[src/rtl/paddle_emulator.sv]
// paddle_emulator: emulates two analog paddle potentiometers on the video
// timeline. Each paddle output is discharged at the vsync rise and charges
// high once the scanline count reaches that paddle's (slew-limited) position,
// so a reader latching the line number on the rising edge recovers the position.
module paddle_emulator #(
    parameter int POS_W = 8,
    parameter int SLEW  = 4
) (
    input  logic             clk,
    input  logic             reset,
    input  logic             hsync,
    input  logic             vsync,
    input  logic             enable,
    input  logic             pos_valid,
    input  logic [POS_W-1:0] pos_x,
    input  logic [POS_W-1:0] pos_y,
    output logic             hpaddle,
    output logic             vpaddle,
    output logic [POS_W-1:0] cur_x,
    output logic [POS_W-1:0] cur_y
);

    localparam logic [1:0] ST_IDLE   = 2'd0;
    localparam logic [1:0] ST_CHARGE = 2'd1;
    localparam logic [1:0] ST_FIRED  = 2'd2;

    localparam logic [POS_W-1:0] LINE_MAX = '1;
    localparam logic [POS_W-1:0] LINE_ONE = POS_W'(1);
    localparam logic [POS_W:0]   SLEW_W   = (POS_W+1)'(SLEW);

    logic             r_hs_d;
    logic             r_vs_d;
    logic             w_hs_rise;
    logic             w_vs_rise;
    logic [POS_W-1:0] r_line;
    logic [POS_W-1:0] r_tgt_x;
    logic [POS_W-1:0] r_tgt_y;
    logic [POS_W-1:0] r_cur_x;
    logic [POS_W-1:0] r_cur_y;
    logic [POS_W-1:0] w_slew_x;
    logic [POS_W-1:0] w_slew_y;
    logic [POS_W-1:0] w_cur [2];
    logic [1:0]       r_state [2];
    logic [1:0]       r_pad;

    // Sync inputs already live in the clk domain, so only a one-cycle
    // history is needed for rising-edge detection.
    assign w_hs_rise = hsync & ~r_hs_d;
    assign w_vs_rise = vsync & ~r_vs_d;

    // One slew step: move toward the target by at most SLEW lines. One extra
    // bit of headroom keeps the comparisons free of wrap-around.
    function automatic logic [POS_W-1:0] slew_step(input logic [POS_W-1:0] cur,
                                                   input logic [POS_W-1:0] tgt);
        logic [POS_W:0] c_e;
        logic [POS_W:0] t_e;
        logic [POS_W:0] n_e;
        c_e = {1'b0, cur};
        t_e = {1'b0, tgt};
        if (t_e > c_e + SLEW_W) begin
            n_e = c_e + SLEW_W;
        end else if (c_e > t_e + SLEW_W) begin
            n_e = c_e - SLEW_W;
        end else begin
            n_e = t_e;
        end
        return n_e[POS_W-1:0];
    endfunction

    assign w_slew_x = slew_step(r_cur_x, r_tgt_x);
    assign w_slew_y = slew_step(r_cur_y, r_tgt_y);

    assign w_cur[0] = r_cur_x;
    assign w_cur[1] = r_cur_y;

    // Sync history and saturating scanline counter; vsync rise wins over hsync.
    always_ff @(posedge clk or posedge reset) begin
        if (reset) begin
            r_hs_d <= 1'b0;
            r_vs_d <= 1'b0;
            r_line <= '0;
        end else begin
            r_hs_d <= hsync;
            r_vs_d <= vsync;
            if (w_vs_rise) begin
                r_line <= '0;
            end else if (w_hs_rise && (r_line != LINE_MAX)) begin
                r_line <= r_line + LINE_ONE;
            end
        end
    end

    // Target load and once-per-frame slew; a load in the vsync-rise cycle is
    // stored but the slew of that cycle still sees the old target.
    always_ff @(posedge clk or posedge reset) begin
        if (reset) begin
            r_tgt_x <= '0;
            r_tgt_y <= '0;
            r_cur_x <= '0;
            r_cur_y <= '0;
        end else begin
            if (pos_valid) begin
                r_tgt_x <= pos_x;
                r_tgt_y <= pos_y;
            end
            if (w_vs_rise) begin
                r_cur_x <= w_slew_x;
                r_cur_y <= w_slew_y;
            end
        end
    end

    // Per-channel IDLE/CHARGE/FIRED machine; index 0 drives hpaddle, 1 vpaddle.
    always_ff @(posedge clk or posedge reset) begin
        if (reset) begin
            for (int unsigned c = 0; c < 2; c++) begin
                r_state[c] <= ST_IDLE;
                r_pad[c]   <= 1'b0;
            end
        end else begin
            for (int unsigned c = 0; c < 2; c++) begin
                if (!enable) begin
                    r_state[c] <= ST_IDLE;
                    r_pad[c]   <= 1'b0;
                end else begin
                    case (r_state[c])
                        ST_IDLE: begin
                            r_pad[c] <= 1'b0;
                            if (w_vs_rise) begin
                                r_state[c] <= ST_CHARGE;
                            end
                        end
                        ST_CHARGE: begin
                            // A new frame restarts the charge before any
                            // comparison against the stale line count.
                            if (w_vs_rise) begin
                                r_pad[c] <= 1'b0;
                            end else if (r_line >= w_cur[c]) begin
                                r_state[c] <= ST_FIRED;
                                r_pad[c]   <= 1'b1;
                            end
                        end
                        ST_FIRED: begin
                            if (w_vs_rise) begin
                                r_state[c] <= ST_CHARGE;
                                r_pad[c]   <= 1'b0;
                            end
                        end
                        default: begin
                            r_state[c] <= ST_IDLE;
                            r_pad[c]   <= 1'b0;
                        end
                    endcase
                end
            end
        end
    end

    assign hpaddle = r_pad[0];
    assign vpaddle = r_pad[1];
    assign cur_x   = r_cur_x;
    assign cur_y   = r_cur_y;

endmodule

[config.mk]
export PLATFORM = sky130hd
export DESIGN_NAME = paddle_emulator
export DESIGN_NICKNAME = d
export VERILOG_FILES = /design/src/rtl/paddle_emulator.sv
export SDC_FILE = /design/constraint.sdc
export NUM_CORES = 1
export LEC_CHECK = 0
export BUFFER_PORTS_ARGS = -buffer_cell sky130_fd_sc_hd__clkbuf_2
export CAP_MARGIN = 10
export CORE_ASPECT_RATIO = 1.1
export CORE_MARGIN = 3
export CORE_UTILIZATION = 35
export CTS_CLUSTER_DIAMETER = 120
export CTS_CLUSTER_SIZE = 20
export DETAILED_ROUTE_END_ITERATION = 12
export GPL_ROUTABILITY_DRIVEN = 0
export PLACE_DENSITY_LB_ADDON = 0.05
export SKIP_LAST_GASP = 1
export SLEW_MARGIN = 25
export SYNTH_ARGS = -nofsm -noshare
export SYNTH_HDL_FRONTEND = slang
export SYNTH_SLANG_ARGS = --single-unit
export TNS_END_PERCENT = 20
[constraint.sdc]
create_clock -name clk -period 3.8 [get_ports clk]
set_clock_uncertainty 0.2 [all_clocks]
set_input_delay 0.38 -clock clk [delete_from_list [all_inputs] [get_ports clk]]
set_output_delay 0.38 -clock clk [all_outputs]
set_load 0.01 [all_outputs]
; ---- Word level (Yosys, flattened, before mapping)
; Cells that the tools add are included.
[op_classes]
bitwise = 4
eq_ne = 15
n_reduce_logical = 10
shift = 0
div_mod_pow = 0
order_cmp = 6
addsub = 7
n_mul = 0
muxes = 24
[ops]
columns = operator, count
row1 = 2-to-1 mux 8 bit, 6
row2 = "adder 8 x 3 -> 9 bit, second input constant", 4
row3 = > comparator 8 x 9 -> 1 bit, 4
row4 = "inequality test 3 bit, second input constant", 6
row5 = >= comparator 8 bit, 2
row6 = "subtractor 8 x 3 -> 8 bit, second input constant", 2
row7 = 2-to-1 mux 2 bit, 7
row8 = "adder 8 x 1 -> 8 bit, second input constant", 1
row9 = "inequality test 4 bit, second input constant", 2
row10 = "inequality test 8 bit, second input constant", 1
row11 = one-hot mux 2 bit (2 select lines), 2
row12 = 2-to-1 mux 1 bit, 7
row13 = "inequality test 3 x 2 -> 1 bit, second input constant", 2
row14 = AND reduction 3 bit, 2
row15 = "== test 2 x 1 -> 1 bit, second input constant", 2
row16 = "== test 2 bit, second input constant", 2
row17 = logical NOT 2 bit, 2
row18 = one-hot mux 1 bit (2 select lines), 2
row19 = AND reduction 2 bit, 2
row20 = OR reduction 2 bit, 2
row21 = bitwise AND 1 bit, 2
row22 = NOT 1 bit, 2
row23 = nonzero test 2 bit, 1
row24 = logical AND 1 bit, 1
[totals]
output_inout_bits = 18
reg_bits = 48
rom_bits = 0
latch_bits = 0
inputBits = 22
ram_bits = 0
elab_cells = 77
mem_count = 0

; ---- Logic depth before layout (Yosys ltp)
[depth]
depth_word = 5
ltp_mapped = 12
depth_no_buf = 10

; ---- Worst setup path before layout
; OpenSTA, ideal clock, no wires.
[synth_timing]
path_kind = reg-to-reg
startpoint = reg r_cur_x[2], in the netlist cur_x[2]
endpoint = reg r_cur_x[7], in the netlist cur_x[7]
required_time_ps = 3472
path_stages_with_launch = 12
setup_time_ps = 128
period_less_slack_ps = 2689
slack_ps = 1111
arrival_ps = 2361
n_path_buf = 1
path_cell_list = dfrtp_1 > ha_1 > and3_1 > xnor2_1 > ha_1 > and4_1 > a21boi_0 > o211ai_1 > buf_2 > nor3_1 > a21oi_1 > o21ai_0
[synth_via]
elab_chain_cells = 3
elab_cells_between_ends = 6
cone_classes = add/sub: 2 / order compare: 2 / mux: 2
[synth_lines]
columns = element, line_no
row1 = "start, declared", 38  ; logic [POS_W-1:0] r_cur_x;
row2 = "start signal, assigned", 107  ; r_cur_x <= w_slew_x;
row3 = adder 8 x 3 -> 9 bit (tied with other cells), 61  ; n_e = c_e + SLEW_W;
row4 = > comparator 8 x 9 -> 1 bit or 2-to-1 mux 8 bit (tied branches), "60, 62"
row5 = 2-to-1 mux 8 bit *, 60  ; if (t_e > c_e + SLEW_W) begin
; Mark *: on every way between the ends. The rest lies on a longest branch, timed or not.
; A chain may end at the register's enable or synchronous reset.

; ---- Worst setup path after layout
[layout_timing]
startpoint = reg r_cur_y[2], in the netlist cur_y[2]
endpoint = reg r_cur_y[3], in the netlist cur_y[3]
[layout_via]
elab_chain_cells = 3
elab_cells_between_ends = 6
cone_classes = add/sub: 2 / order compare: 2 / mux: 2
[layout_lines]
columns = element, line_no
row1 = "start, declared", 39  ; logic [POS_W-1:0] r_cur_y;
row2 = "start signal, assigned", 108  ; r_cur_y <= w_slew_y;
row3 = adder 8 x 3 -> 9 bit (tied with other cells), 61
row4 = > comparator 8 x 9 -> 1 bit or 2-to-1 mux 8 bit (tied branches), "60, 62"
row5 = 2-to-1 mux 8 bit *, 60
; Marked as above.

==> metrics.txt <==
status=completed; maximum VDD drop=0.3643 mV; row count=38; Reg-to-Reg Start=cur_y[2]; crit path to=cur_y[3]; cell mode on critical path=ha_1; CTS buffer count=5; largest net degree at the start of global routing=33; PortBufs=39; Post-Syn Nets=473; WHS=0.07286 ns; Worst-Skew Late Latency=0.31 ns; Finished Core Util=0.4160; Critical Path RT=3.83 ns; Area Growth Syn to Fin=13.29%; register area share after synthesis=0.3245; Die Height=113.9 um; Via Count=2988; crit path DAT=3.02 ns; Worst Setup SP=cur_y[2]; Post-route DRC=0; initial antenna violation count=0; Peak Freq=334.6 MHz; Core Footprint=just over 0.01 mm^2; Synthesis Warnings=0; Synth Flop Type=dfrtp_1; share of layout cells above drive strength 1=0.1572; FILL cells=1054; global-route wire length before repair=15860 um; Worst Tran Pin Value=0.7428 ns; first drt pass iteration count=4; max incr delay on CP=0.47 ns; Place WS=around 0.87 ns; routed len/inst=15.65 um; Final ANT Viol Nets=0; final setup margin=between 0.8 and 0.9 ns; dpl cells=around 570; largest family of logic cells by synthesized area=adder cells; R2R Path End=cur_y[3]; io pins=40; Iter 0 DRT Violations=123; critical path endpoint category=register; max-cap viol count=0; Initial Util=0.3672; overall routing resource usage=0.1654; Tcrit/Tclk final=0.7865; final setup TNS=0 ns; Antenna Cells=0; number of vias per cell=5.161; buffers and inverters on the worst path=0; Mean Syn Cell Area=roughly 9.3 um^2; DP Area=0.004036 mm^2; number of flops mapped to enable cells by yosys=0; Setup crit start kind=register; PwrDens=677.2 mW/mm^2; CTS tree=built; Pins Over Slew Limit=0; Post-Synthesis Cells=about 400; path length in cells of the critical path=10; Unique masters post-synth=47; root buffer cell=clkbuf_8; Chip Width=104.0 um; worst-path fanout max=10; Lkg Pwr=2.048 nW; final number of hold-violating endpoints=0; compound-cell area share of the yosys netlist=0.1586; clk sinks=48; Post-Synthesis Cell Area=0.003701 mm^2; Hold-fix buffers, CTS=3; PostCTS Resize Cnt=0; GR Overflow Total=0; number of global-route vias before repair=~3.1k; mux share of post-synthesis cell area=0.05240; fraction of the mapped netlist area in simple logic gates=0.1643; H-tree Lvls=2; final count of negative-setup-slack endpoints=0; Post-Synth XOR/XNOR Area=0.07099; fin cells=579; unrepaired setup endpoints after global routing=no; crit-path leading delay family=compound AO/OA/AOI/OAI gates; Overall Power=2.839 mW; Worst R2R Setup Slack=0.81 ns; design area=0.004193 mm^2; CP cell instances=ha_1 > and3_1 > xnor2_1 > ha_1 > and4_1 > a21boi_0 > o211ai_2 > o31ai_1 > a21oi_1 > a2bb2oi_1; Final min period=roughly 3.0 ns; slowest CP cell=o211ai_2; DPL Wire Length=7011 um; Clock transition at path regs=0.09 ns; HP Class=in -> reg; ys async rst share=1.000; Seq cells post-synth=48; setup repair bufs after CTS=0; cells on worst reg2reg path=10; maximum clock path buffer count=2; Final Net Count=about 510; relative slew slack=0.5048; CP Class=reg -> reg; post-synthesis adder-cell area fraction=0.1792; final wirelength=9059 um; total die area=0.01185 mm^2
[cells in the final DEF (no fill, tap or decap), drive strengths merged, types with 8 or more instances in the layout]
master	instances
a21oi	23
and3	14
clkbuf	46
dfrtp	48
ha	53
inv	30
mux2	11
nand2	21
nand3	27
nor2	20
nor3	8
o211ai	8
o21ai	22
xnor2	19
xor2	11
[final cells by class]
class | count | area [um^2] | area share
Clock inverter | 1 | 30.03 | 0.007162
Timing Repair Buffer | 47 | 262.8 | 0.06267
Inverter | 30 | 112.6 | 0.02686
Multi-Input combinational cell | 306 | 2315 | 0.5521
Clock buffer | 7 | 96.34 | 0.02298
Sequential cell | 48 | 1201 | 0.2865
Tap cell | 140 | 175.2 | 0.04178
[synth_stat cells, types with 8 or more instances]
cell,count,share of area
and3_1,13,0.022
dfrtp_1,48,0.32
o21ai_0,22,0.030
clkbuf_1,8,0.0081
nor3_1,8,0.011
a21oi_1,23,0.031
ha_1,53,0.18
nand2_1,21,0.021
nand3_1,27,0.037
xor2_1,11,0.026
mux2_2,11,0.033
inv_1,30,0.030
nor2_1,20,0.020
xnor2_1,19,0.045
[report_power, final]
group	internal (mW)	total, mW	switching [mW]	leakage (nW)
registers	0.621	0.845	0.224	0.591
clock network	0.232	0.409	0.176	0.0645
logic	0.700	1.59	0.885	1.39
[worst min-delay path, stage by stage]
cell and delay [ns]:
clkbuf_2 0.07, nand2_1 0.04, o21ai_0 0.05
[worst min-delay path by stage]
stage / from / end / slack, ns / depth (start not counted)
finish: pos_x[0] / r_tgt_x[0] / 0.07 / 3
global route: pos_x[6] / r_tgt_x[6] / 0.09 / 2
CTS: pos_x[0] / r_tgt_x[0] / 0.06 / 3
detailed placement: hsync / r_hs_d / 0.31 / 1
global placement: hsync / r_hs_d / 0.31 / 1
floorplan: hsync / r_hs_d / 0.21 / 0
[state kept, by name, indices dropped and copies added, names as in the netlist]
register  flops
cur_x         8
cur_y         8
r_line        8
r_tgt_x       8
r_tgt_y       8
r_state       4
r_pad         2
r_hs_d        1
r_vs_d        1
[logic make-up (layout without fill, tap and decap cells)]
logic type,count (synthesis),after routing
compound gates,87,87
xor+xnor,30,30
fa+ha+maj,53,53
buf+inv,44,85
flops,48,48
mux,18,18
simple gates,118,118
[per-layer routing]
| metal | up-vias | share of wire | GRT usage |
|---|---|---|---|
| met1 | 1421 | 0.45 | 0.2039 |
| met3 | 11 | 0.033 | 0.02547 |
| met5 | - | 0 | 0 |
| met2 | 45 | 0.50 | 0.2948 |
| li1 | 1511 | - | - |
| met4 | 0 | 0.018 | 0.05851 |
Note: power is estimated with default switching activity, not from simulation.
